**src/rtl/trap_ctrl.sv**
```systemverilog
`default_nettype none
// ============================================================================
// Module   : trap_ctrl
// Purpose  : Sequences trap entry and exit for decoded ecall, mret and illegal
//            instructions. It sits beside the ID stage, holds IF/ID, waits for
//            older instructions to drain, writes mepc/mcause/mtval through the
//            shared CSR write port, then redirects fetch and flushes IF/ID.
// Ports    : clk, rst_n (sync, active low)
//            id_valid, id_pc, ir, is_ecall, is_mret, is_illegal_ir,
//            is_e_cause_eq_ecall, pipe_empty, mtvec, mepc       (inputs)
//            stall, busy, csr_wr_en, csr_wr_addr, csr_wr_data,
//            redirect, redirect_pc, flush, trap_taken           (outputs)
// Revision : 1.0 - initial release
// ============================================================================
module trap_ctrl #(
  parameter logic [11:0] MEPC_ADDR   = 12'h341,
  parameter logic [11:0] MCAUSE_ADDR = 12'h342,
  parameter logic [11:0] MTVAL_ADDR  = 12'h343
) (
  input  logic        clk,
  input  logic        rst_n,
  input  logic        id_valid,
  input  logic [31:0] id_pc,
  input  logic [31:0] ir,
  input  logic        is_ecall,
  input  logic        is_mret,
  input  logic        is_illegal_ir,
  input  logic        is_e_cause_eq_ecall,
  input  logic        pipe_empty,
  input  logic [31:0] mtvec,
  input  logic [31:0] mepc,
  output logic        stall,
  output logic        busy,
  output logic        csr_wr_en,
  output logic [11:0] csr_wr_addr,
  output logic [31:0] csr_wr_data,
  output logic        redirect,
  output logic [31:0] redirect_pc,
  output logic        flush,
  output logic        trap_taken
);

  localparam logic [3:0] c_CAUSE_ILLEGAL = 4'd2;
  localparam logic [3:0] c_CAUSE_ECALL   = 4'd11;

  typedef enum logic [2:0] {
    S_IDLE    = 3'd0,
    S_DRAIN   = 3'd1,
    S_W_EPC   = 3'd2,
    S_W_CAUSE = 3'd3,
    S_W_TVAL  = 3'd4,
    S_REDIR   = 3'd5
  } state_t;

  state_t      r_state;
  state_t      w_next_state;

  logic [31:0] r_pc;
  logic [31:0] r_ir;
  logic [3:0]  r_cause;
  logic        r_kind;    // 0: trap entry, 1: mret
  logic        r_ret4;    // mret resumes after the ecall that trapped

  logic        w_accept;
  logic [3:0]  w_cause;
  logic        w_kind;

  // Only IDLE accepts; anything arriving later stays parked in ID by stall.
  assign w_accept = (r_state == S_IDLE) & id_valid &
                    (is_illegal_ir | is_ecall | is_mret);

  // Priority illegal > ecall > mret. An mret carries no cause.
  always_comb begin
    w_cause = 4'd0;
    w_kind  = 1'b0;
    if (is_illegal_ir) begin
      w_cause = c_CAUSE_ILLEGAL;
    end else if (is_ecall) begin
      w_cause = c_CAUSE_ECALL;
    end else begin
      w_kind  = 1'b1;
    end
  end

  always_ff @(posedge clk) begin
    if (!rst_n) begin
      r_state <= S_IDLE;
      r_pc    <= 32'd0;
      r_ir    <= 32'd0;
      r_cause <= 4'd0;
      r_kind  <= 1'b0;
      r_ret4  <= 1'b0;
    end else begin
      r_state <= w_next_state;
      if (w_accept) begin
        r_pc    <= id_pc;
        r_ir    <= ir;
        r_cause <= w_cause;
        r_kind  <= w_kind;
        r_ret4  <= is_mret & ~is_illegal_ir & ~is_ecall & is_e_cause_eq_ecall;
      end
    end
  end

  always_comb begin
    w_next_state = r_state;
    csr_wr_en    = 1'b0;
    csr_wr_addr  = 12'd0;
    csr_wr_data  = 32'd0;
    redirect     = 1'b0;
    redirect_pc  = 32'd0;
    flush        = 1'b0;
    trap_taken   = 1'b0;

    case (r_state)
      S_IDLE: begin
        if (w_accept) w_next_state = S_DRAIN;
      end
      S_DRAIN: begin
        // mret writes no CSRs, so it goes straight to the redirect.
        if (pipe_empty) w_next_state = r_kind ? S_REDIR : S_W_EPC;
      end
      S_W_EPC: begin
        csr_wr_en    = 1'b1;
        csr_wr_addr  = MEPC_ADDR;
        csr_wr_data  = r_pc;
        w_next_state = S_W_CAUSE;
      end
      S_W_CAUSE: begin
        csr_wr_en    = 1'b1;
        csr_wr_addr  = MCAUSE_ADDR;
        csr_wr_data  = {28'd0, r_cause};
        w_next_state = S_W_TVAL;
      end
      S_W_TVAL: begin
        csr_wr_en    = 1'b1;
        csr_wr_addr  = MTVAL_ADDR;
        csr_wr_data  = (r_cause == c_CAUSE_ILLEGAL) ? r_ir : 32'd0;
        w_next_state = S_REDIR;
      end
      S_REDIR: begin
        redirect     = 1'b1;
        flush        = 1'b1;
        if (r_kind) begin
          // mepc is read live here; the 32-bit add wraps naturally.
          redirect_pc = r_ret4 ? (mepc + 32'd4) : mepc;
        end else begin
          // Direct mode only: the low mode bits of mtvec are masked off.
          redirect_pc = mtvec & 32'hFFFF_FFFC;
          trap_taken  = 1'b1;
        end
        w_next_state = S_IDLE;
      end
      default: begin
        w_next_state = S_IDLE;
      end
    endcase
  end

  assign busy  = (r_state != S_IDLE);
  assign stall = busy | w_accept;

endmodule
`default_nettype wire

```
**config.mk**
```make
export PLATFORM = sky130hd
export DESIGN_NAME = trap_ctrl
export DESIGN_NICKNAME = d
export VERILOG_FILES = /design/src/rtl/trap_ctrl.sv
export SDC_FILE = /design/constraint.sdc
export NUM_CORES = 1
export LEC_CHECK = 0
export BUFFER_PORTS_ARGS = -buffer_cell sky130_fd_sc_hd__buf_2
export CORE_UTILIZATION = 25
export DETAILED_ROUTE_END_ITERATION = 7
export PLACE_DENSITY_LB_ADDON = 0.25
export SYNTH_ARGS = -nofsm -noshare
export SYNTH_HDL_FRONTEND = slang
export SYNTH_SLANG_ARGS = --single-unit
export TNS_END_PERCENT = 10
```
**constraint.sdc**
```tcl
create_clock -name clk -period 5.1 [get_ports clk]
set_input_delay 1.53 -clock clk [delete_from_list [all_inputs] [get_ports clk]]
set_output_delay 1.53 -clock clk [all_outputs]
set_load 0.05 [all_outputs]
```
==> run metrics, run 1 <==
Reg clk slew, reported paths=0.05 ns; Final #Nets=871; outcome=finished, final reports clean; remaining routing DRC violations=0; cell family with most CP delay=simple AND/OR/NAND/NOR gates; Critical path buffers and inverters=2; starting density of the core=0.260; Post-Syn Instances=554; Final setup viols=0; Register Area=1420 sq um; CP Cell Sequence=buf_2 > nand4_2 > or4_4 > or4_1 > a31oi_1 > buf_2; row cnt=46; die width=131 um; top post-synthesis cells by area=dfxtp_1, nand2_1, a21boi_0; count leader, synth=nand2_1; CTS tree=done; yosys warns=0; total CTS buffers=9; crit path max fanout=20; Core Area=16100 sq um; top cell type's share of synthesized area=0.341; Tot GR Track Use=0.155; post-synthesis async set-or-reset flop share=0; Synth Area in Compound Gates=0.314; dpl hpwl=9670 um; mapped cell area=4170 sq um; Vias=4576; Tcrit/Tclk final=0.979; Placer Congestion=0.771; Fill cells=1769; Max Slew Vio Count=0; Fmax=0.200 GHz; Power Dens Cells=285 nW/um^2; RSZ-0062 raised after global routing=no; Final Critical Period=4.99 ns; layout cells sized above 1=0.332; CTS Hold Bufs=0; Clock Sinks=71; Setup TNS=0 ns; Worst Tran Pin Value=1.14 ns; Lkg Pwr=2.51 nW; Longest Clk Path Bufs=2; Area growth syn-to-layout=36.4%; WP data arrival=3.46 ns; max incr delay on CP=0.69 ns; global-route wire length before repair=21700 um; Crit Path Category=in -> out; vias in the first global route=4277; multiplexer area fraction after synthesis=0.00240; largest family of logic cells by synthesized area=compound AO/OA/AOI/OAI gates; simple-gate portion of the synthesized area=0.255; Hold WC Path Type=reg -> reg; Peak VDD IR=0.197 mV; Post-Synth Adder-Cell Area=0.00300; Yosys top cell by area=dfxtp_1; router iterations before antenna repair=4; flops & latches, synth=71; multi-input logic area=2500 sq um; most frequent CP cell=buf_2; worst hold slack=0.464 ns; Post-synth top cells=nand2_1, dfxtp_1, a21boi_0, clkbuf_1, o21ai_0; WL final=13500 um; CP Capture Type=primary output; synth unique cells=44; Design Area, Final=5690 sq um; post-synthesis xor/xnor area fraction=0.0147; Final Instance Count excl. Fillers=957; Slowest cell on crit path=or4_4; number of I/O pins=218; Die Span Y=131 um; CP required=3.57 ns; WL per Instance=14.1 um; final hold viol count=0; H-tree depth=3; startpoint types=input pin; CTS root buffer=clkbuf_16; DP Area=5340 sq um; Die Area=17200 sq um; number of enable flip-flop cells after synthesis=0; Pwr Total=1.62 mW; maxcap violations=0; post-synthesis sequential area ratio=0.341; largest net degree at the start of global routing=72; Clock Latency Late Sink=0.33 ns; Setup Skew=0.00797 ns; syn avg cell area=7.53 sq um; DP Cell Count=939; DR vias/cell=4.78; grt total ovfl=0; relative slew slack=0.241; ANT nets after route=0; top_reg_cell synth=dfxtp_1; Starting DRT DRC Count=155; I/O Buffers=208; antenna violations before repair=5
logic make-up (layout without fill, tap and decap cells):
| group | count (synthesis) | count (layout) |
|---|---|---|
| adders and majority gates | 1 | 1 |
| and+or+nand+nor | 229 | 229 |
| buffers and inverters | 62 | 240 |
| muxes | 1 | 1 |
| DFF | 71 | 71 |
| AOI/OAI and AO/OA | 182 | 182 |
| other | 1 | 10 |
| xor gates and xnor gates | 7 | 7 |
flip-flops by register name (all words and copies together), names as in the netlist:
register,flops
r_cause,2
r_state,3
r_ir,32
r_ret4,1
r_kind,1
r_pc,32
power by group:
part / internal, mW / switching, mW
registers: 0.598 / 0.0306
logic: 0.101 / 0.183
clock network: 0.475 / 0.233
total: 1.17 / 0.447
through the flow:
step	worst slack, ns	util
after floorplan	-0.223	-
after CTS	0.0284	0.354
final	0.108	0.354
after global routing	0.00429	0.354
after detailed placement	0.0305	0.333
after global placement	0.0265	0.333
metal layers:
metal,part of all wire,track usage,routed length [um]
met1,0.42,0.179,5690
met2,0.47,0.265,6370
met3,0.091,0.0536,1230
met5,0.00059,0,8
met4,0.012,0.0471,158
tightest hold or removal path, delay by kind of cell (launching register included):
kind / cells / cell delay, ns
flops: 1 / 0.30
compound gates: 1 / 0.06
simple gates: 1 / 0.05
worst paths after layout:
path                                  from         endpoint  slack, ns  cells after the start
worst max-delay path               mepc[4]  redirect_pc[31]       0.11                      6
worst max register to register  r_state[0]          r_pc[4]       2.72                      6
worst min register to register     r_ir[6]          r_ir[6]       0.46                      2
worst min-delay path               r_ir[6]          r_ir[6]       0.46                      2
cell usage in the layout (no fill, tap or decap), types with 3 or more instances in the layout:
cell type  Yosys  routed
nand3_1        6       6
and3_1         5       5
nor2_1        13      11
or3_1          5       5
a31oi_1       17      17
nand4_1        8       8
nand3b_1       3       3
a21oi_1        6       6
nand2b_1       3       3
buf_4         12      11
buf_2          3     207
o31ai_1       14      14
clkbuf_16      0       9
inv_1          6       6
dfxtp_1       71      70
a21boi_0      68      68
a22o_1        29      29
o21ai_0       31      31
diode_2        0       3
nor3_1         7       7
a221o_1        3       3
nand2_1      149     148
conb_1         1       7
or4_1         14      14
nor2b_1        4       4
a211oi_1       5       5
bufinv_16      0       3
xnor2_1        5       5
final cells by class:
type,instances,area share
repair buffers,219,0.198
well taps,216,0.0475
diodes,3,0.00132
multi-input cells,427,0.440
clock buffers,9,0.0396
flip-flops and latches,71,0.250
inverters,6,0.00396
clock inverters,6,0.0191
timing repair:
item / in CTS / in global routing
endpoints found under the setup margin: 0 / 7
gates resized for setup: 0 / 1
setup buffers: 0 / 0
(Power assumes the default switching activity.)
==> run 2: changes to the inputs <==
Settings changed: RECOVER_POWER set to 100.
==> run 2 against run 1 <==
  * The flow now finishes with violations (max-capacitance violations, max-slew violations)
  * Power fell by 0.12%
  * Register-to-register slack barely moved
  * Global-route usage did not move
  * First-iteration DRC count rose by 11%
  * Clock-buffer cell count unchanged
  * Combinational power hardly changed
==> run metrics, run 2 (same netlist as run 1, synthesis figures left out) <==
router iterations before antenna repair=4 (unchanged); maxcap violations=2 (+2); Final #Nets=871 (unchanged); largest registers=r_ir (32), r_pc (32), r_state (3); WL per Instance=14.0 um (-0.17%); multi-input logic area=2500 sq um (unchanged); largest net degree at the start of global routing=72 (unchanged); Worst Hold Launch=r_ir[6]; Fmax=0.200 GHz (about the same); ANT nets after route=0 (unchanged); Final Instance Count excl. Fillers=957 (unchanged); H-tree depth=3 (unchanged); die width=131 um (unchanged); Die Area=17200 sq um (unchanged); antenna violations before repair=5 (unchanged); Final setup viols=0 (unchanged); CP Capture Type=primary output; vias in the first global route=4277 (unchanged); Area growth syn-to-layout=34.7%; Design Area, Final=5620 sq um (-1.3%); Worst Tran Pin Value=2.69 ns (+1.55 ns); remaining routing DRC violations=0 (unchanged); Post-CTS Resized=0 (unchanged); Reg clk slew, reported paths=0.05 ns (about the same); starting density of the core=0.260 (unchanged); DR vias/cell=4.77 (-0.26%); WP data arrival=3.46 ns (about the same); setup ws final=0.110 ns (+0.00164 ns); Post-CTS Setup Repair Bufs=0 (unchanged); Placer Congestion=0.771 (unchanged); Core Area=16100 sq um (unchanged); Max Slew Vio Count=105 (+105); flop-to-flop setup slack=2.71 ns (about the same); layout cells sized above 1=0.257 (-0.0745); Register Area=1420 sq um (unchanged); row cnt=46 (unchanged); number of I/O pins=218 (unchanged); most frequent cells in the layout=nand2_1, buf_2, dfxtp_1, a21boi_0, clkbuf_1; CTS root buffer=clkbuf_16; CP required=3.57 ns (about the same); I/O Buffers=208 (unchanged); Crit Path Category=in -> out; Hold Path Depth=2 (unchanged); dpl hpwl=9670 um (unchanged); Lkg Pwr=2.26 nW (-9.9%); Final Critical Period=4.99 ns (-0.00164 ns); Clock Latency Late Sink=0.33 ns (about the same); total CTS buffers=9 (unchanged); DP Cell Count=939 (unchanged); RSZ-0062 raised after global routing=no; setup slack after placement=0.0305 ns (unchanged); grt total ovfl=0 (unchanged); relative slew slack=-0.795 (-1.04); WL final=13400 um (-0.17%); Setup Skew=0.00814 ns (+0.000174 ns); Hold WC Path Type=reg -> reg; Setup TNS=0 ns (unchanged); Peak VDD IR=0.197 mV (about the same); commonest non-fill, non-tap cell in the layout=nand2_1; CTS Hold Bufs=0 (unchanged); WHS Endpoint=r_ir[6]; Tot GR Track Use=0.155 (unchanged); global-route wire length before repair=21700 um (unchanged); Longest Clk Path Bufs=2 (unchanged); startpoint types=input pin; Clock Sinks=71 (unchanged); Tcrit/Tclk final=0.979 (about the same); CTS tree=done; R2R depth=6 (unchanged); final hold viol count=0 (unchanged); Vias=4564 (-0.26%); reg2reg end=r_pc[4]; Fill cells=1795 (+1.5%); crit path max fanout=20 (unchanged); Power Dens Cells=288 nW/um^2 (+1.1%); Die Span Y=131 um (unchanged); outcome=complete, but fails checks; worst reg2reg startpoint=r_state[0]; failing checks=max-capacitance violations, max-slew violations; DP Area=5340 sq um (unchanged); Starting DRT DRC Count=172 (+11%)
[run 2: worst max-delay path by stage]
| stage | from | end | cells after the start | slack, ns |
|---|---|---|---|---|
| global placement | mepc[2] | redirect_pc[16] | 7 | 0.03 |
| finish | mepc[4] | redirect_pc[31] | 6 | 0.11 |
| detailed placement | mepc[2] | redirect_pc[26] | 7 | 0.03 |
| CTS | mepc[2] | redirect_pc[20] | 7 | 0.03 |
| floorplan | mepc[2] | redirect_pc[16] | 6 | -0.22 |
| global route | mepc[4] | redirect_pc[29] | 6 | 0.004 |
[run 2: stage by stage]
| stage | util | hold slack (ns) | total power, mW |
|---|---|---|---|
| 2_1_floorplan | - | 0.443 | 0.817 |
| 3_3_place_gp | 0.333 | 0.456 | 0.925 |
| 3_5_place_dp | 0.333 | 0.460 | 0.928 |
| 4_1_cts | 0.354 | 0.469 | 1.65 |
| 5_1_grt | 0.349 | 0.487 | 1.70 |
| 6_report | 0.350 | 0.463 | 1.62 |
[run 2: worst max-delay path, stage by stage]
cell     delay, ns
buf_2         0.14
nand4_2       0.12
or4_4         0.69
or4_1         0.50
a31oi_1       0.19
buf_2         0.29
[run 2: area by class of cell]
class                      count  share of cell area
tap                          216              0.0481
inverter                       6             0.00401
clock inverter                 6              0.0194
multi-input combinational    427               0.446
sequential                    71               0.253
timing repair buffer         219               0.188
antenna                        3             0.00134
clock buffer                   9              0.0401
[run 2: metal layers]
layer / wire (um) / part of all wire / global-route usage
met5: 8 / 0.00060 / 0
met4: 158 / 0.012 / 0.0471
met3: 1210 / 0.090 / 0.0536
met2: 6410 / 0.48 / 0.265
met1: 5650 / 0.42 / 0.179
[run 2: report_power, final]
group	internal [mW]	switching (mW)	leakage, nW	total [mW]
Clock	0.475	0.232	0.166	0.707
Combinational	0.0993	0.183	1.51	0.282
Sequential	0.598	0.0306	0.582	0.629
Total	1.17	0.446	2.26	1.62
==> run 3: changes to the inputs <==
Settings changed: ABC_AREA set to 1.
==> run 3 against run 2 <==
  * The run still ends with max-capacitance violations, max-slew violations left
  * Worst setup slack improved by 0.15 ns
  * Die area rose by 4.3%
  * Critical endpoint is now redirect_pc[21]
  * Highest routed layer unchanged
  * Wire length rose by 5.1%
  * Critical path depth rose by 2
==> run metrics, run 3 <==
ANT nets after route=0 (unchanged); Worst Hold Launch=r_cause[0]; simple-gate portion of the synthesized area=0.361 (+0.106); Area growth syn-to-layout=29.3%; outcome=complete, but fails checks; I/O Buffers=208 (unchanged); Max Slew Vio Count=84 (-20%); top post-synthesis cells by area=dfxtp_1, nor2_1, nand2_1; CTS tree=done; Final Critical Period=4.84 ns (-0.147 ns); failing checks=max-capacitance violations, max-slew violations; startpoint types=input pin; Setup TNS=0 ns (unchanged); row cnt=47 (+2.2%); reg2reg end=r_ir[19]; most frequent cells in the layout=nor2_1, buf_2, nand2_1, o21ai_0, dfxtp_1; commonest non-fill, non-tap cell in the layout=nor2_1; Peak VDD IR=0.142 mV (-28%); layout cells sized above 1=0.206 (-0.0519); largest registers=r_ir (32), r_pc (32), r_state (3); multiplexer area fraction after synthesis=0 (-0.00240); Die Span Y=134 um (+2.1%); Clock Sinks=71 (unchanged); Longest Clk Path Bufs=2 (unchanged); WL final=14100 um (+5.1%); global-route wire length before repair=22300 um (+2.6%); CP Capture Type=primary output; Worst Tran Pin Value=1.93 ns (-0.759 ns); Core Area=16800 sq um (+4.4%); largest family of logic cells by synthesized area=simple AND/OR/NAND/NOR gates; number of enable flip-flop cells after synthesis=0 (unchanged); relative slew slack=-0.289 (+0.506); vias in the first global route=4496 (+5.1%); Die Area=17900 sq um (+4.3%); count leader, synth=nor2_1; crit path max fanout=8 (-60%); post-synthesis async set-or-reset flop share=0 (unchanged); Post-CTS Setup Repair Bufs=0 (unchanged); Setup Skew=0.00569 ns (-0.00246 ns); total CTS buffers=9 (unchanged); Power Dens Cells=294 nW/um^2 (+1.9%); flop-to-flop setup slack=2.24 ns (-0.47 ns); router iterations before antenna repair=4 (unchanged); Fmax=0.206 GHz (+3.0%); CP required=3.57 ns (about the same); RSZ-0062 raised after global routing=no; Final setup viols=0 (unchanged); Final #Nets=998 (+15%); WL per Instance=13.0 um (-7.6%); Placer Congestion=0.792 (+2.8%); starting density of the core=0.260 (about the same); Lkg Pwr=2.72 nW (+20%); Yosys top cell by area=dfxtp_1; R2R depth=7 (+1); Fill cells=1926 (+7.3%); Starting DRT DRC Count=266 (+55%); WHS Endpoint=r_cause[0]; largest net degree at the start of global routing=68 (-5.6%); syn avg cell area=6.44 sq um (-14%); Hold Path Depth=2 (unchanged); Reg clk slew, reported paths=0.06 ns (about the same); grt total ovfl=0 (unchanged); H-tree depth=3 (unchanged); Clock Latency Late Sink=0.33 ns (about the same); top_reg_cell synth=dfxtp_1; Post-Synth Adder-Cell Area=0.00288 (-0.000126); WP data arrival=3.31 ns (-0.15 ns); top cell type's share of synthesized area=0.327 (-0.0143); Design Area, Final=5630 sq um (+0.18%); flops & latches, synth=71 (unchanged); yosys warns=0 (unchanged); final hold viol count=0 (unchanged); Post-CTS Resized=0 (unchanged); DP Area=5430 sq um (+1.6%); Tot GR Track Use=0.154 (-0.00102); dpl hpwl=10300 um (+6.5%); mapped cell area=4350 sq um (+4.4%); Synth Area in Compound Gates=0.191 (-0.123); remaining routing DRC violations=0 (unchanged); CTS root buffer=clkbuf_16; antenna violations before repair=3 (-2); synth unique cells=38 (-14%); DR vias/cell=4.51 (-5.4%); Vias=4907 (+7.5%); Post-Syn Instances=676 (+22%); maxcap violations=3 (+1); number of I/O pins=218 (unchanged); post-synthesis sequential area ratio=0.327 (-0.0143); Crit Path Category=in -> out; post-synthesis xor/xnor area fraction=0.00403 (-0.0107); CTS Hold Bufs=0 (unchanged); Tcrit/Tclk final=0.950 (-0.0288); Post-synth top cells=nor2_1, nand2_1, o21ai_0, dfxtp_1, inv_1; worst reg2reg startpoint=r_state[0]; Hold WC Path Type=reg -> reg; die width=134 um (+2.1%)
==> run 3: layout make-up <==
| class | instances | area [sq um] | share of cell area |
|---|---|---|---|
| Clock inverter | 6 | 67.6 | 0.0120 |
| Antenna cell | 2 | 5.00 | 0.000890 |
| Clock buffer | 10 | 229 | 0.0407 |
| Multi-Input combinational cell | 515 | 2440 | 0.433 |
| Timing Repair Buffer | 213 | 993 | 0.177 |
| Inverter | 51 | 196 | 0.0349 |
| Tap cell | 220 | 275 | 0.0489 |
| Sequential cell | 71 | 1420 | 0.253 |
==> run 3: worst max-delay path by stage <==
stage | start | end | slack, ns | cells past startpoint
final | mepc[8] | redirect_pc[21] | 0.26 | 8
after global routing | mepc[8] | redirect_pc[21] | 0.13 | 8
after CTS | mepc[2] | redirect_pc[30] | 0.43 | 11
after detailed placement | mepc[2] | redirect_pc[30] | 0.44 | 11
after global placement | mepc[2] | redirect_pc[30] | 0.45 | 11
after floorplan | mepc[2] | redirect_pc[6] | 0.37 | 6
==> run 3: per-stage QoR <==
step	total power [mW]	utilization	worst slack (ns)	std cells	hold slack (ns)
floorplan	0.946	-	0.370	682	0.455
global placement	1.05	0.324	0.454	1070	0.483
detailed placement	1.05	0.324	0.439	1070	0.485
CTS	1.68	0.342	0.431	1086	0.494
global route	1.75	0.335	0.132	1087	0.517
finish	1.65	0.336	0.257	1088	0.490
==> run 3: routing by layer <==
metal  share of wire  routed length [um]  global-route usage  up-vias
li1                -                   -                   -     2573
met1            0.45                6320               0.194     2153
met3           0.094                1330              0.0510       12
met4          0.0067                  94              0.0322        2
met2            0.45                6360               0.253      167
met5         0.00078                  11                   0        -
==> run 3: power breakdown <==
group	leakage (nW)	switching, mW	internal (mW)
logic	2.00	0.251	0.111
clock network	0.140	0.242	0.381
registers	0.587	0.0394	0.628
==> run 3: critical path, cell delays in order <==
cell and delay, ns:
buf_2 0.09, nand2_1 0.14, nor2_1 0.47, nand4_1 0.27, o21bai_1 0.19, nand3_1 0.09, nand2_1 0.06, clkbuf_1 0.46
==> run 3: logic make-up (layout without fill, tap and decap cells) <==
family,count (synthesis),after routing
adder cells (fa/ha/maj),1,1
AO/OA/AOI/OAI,137,137
other,1,9
AND/OR/NAND/NOR,368,368
flip-flops,71,71
XOR/XNOR,2,2
buffers and inverters,96,280
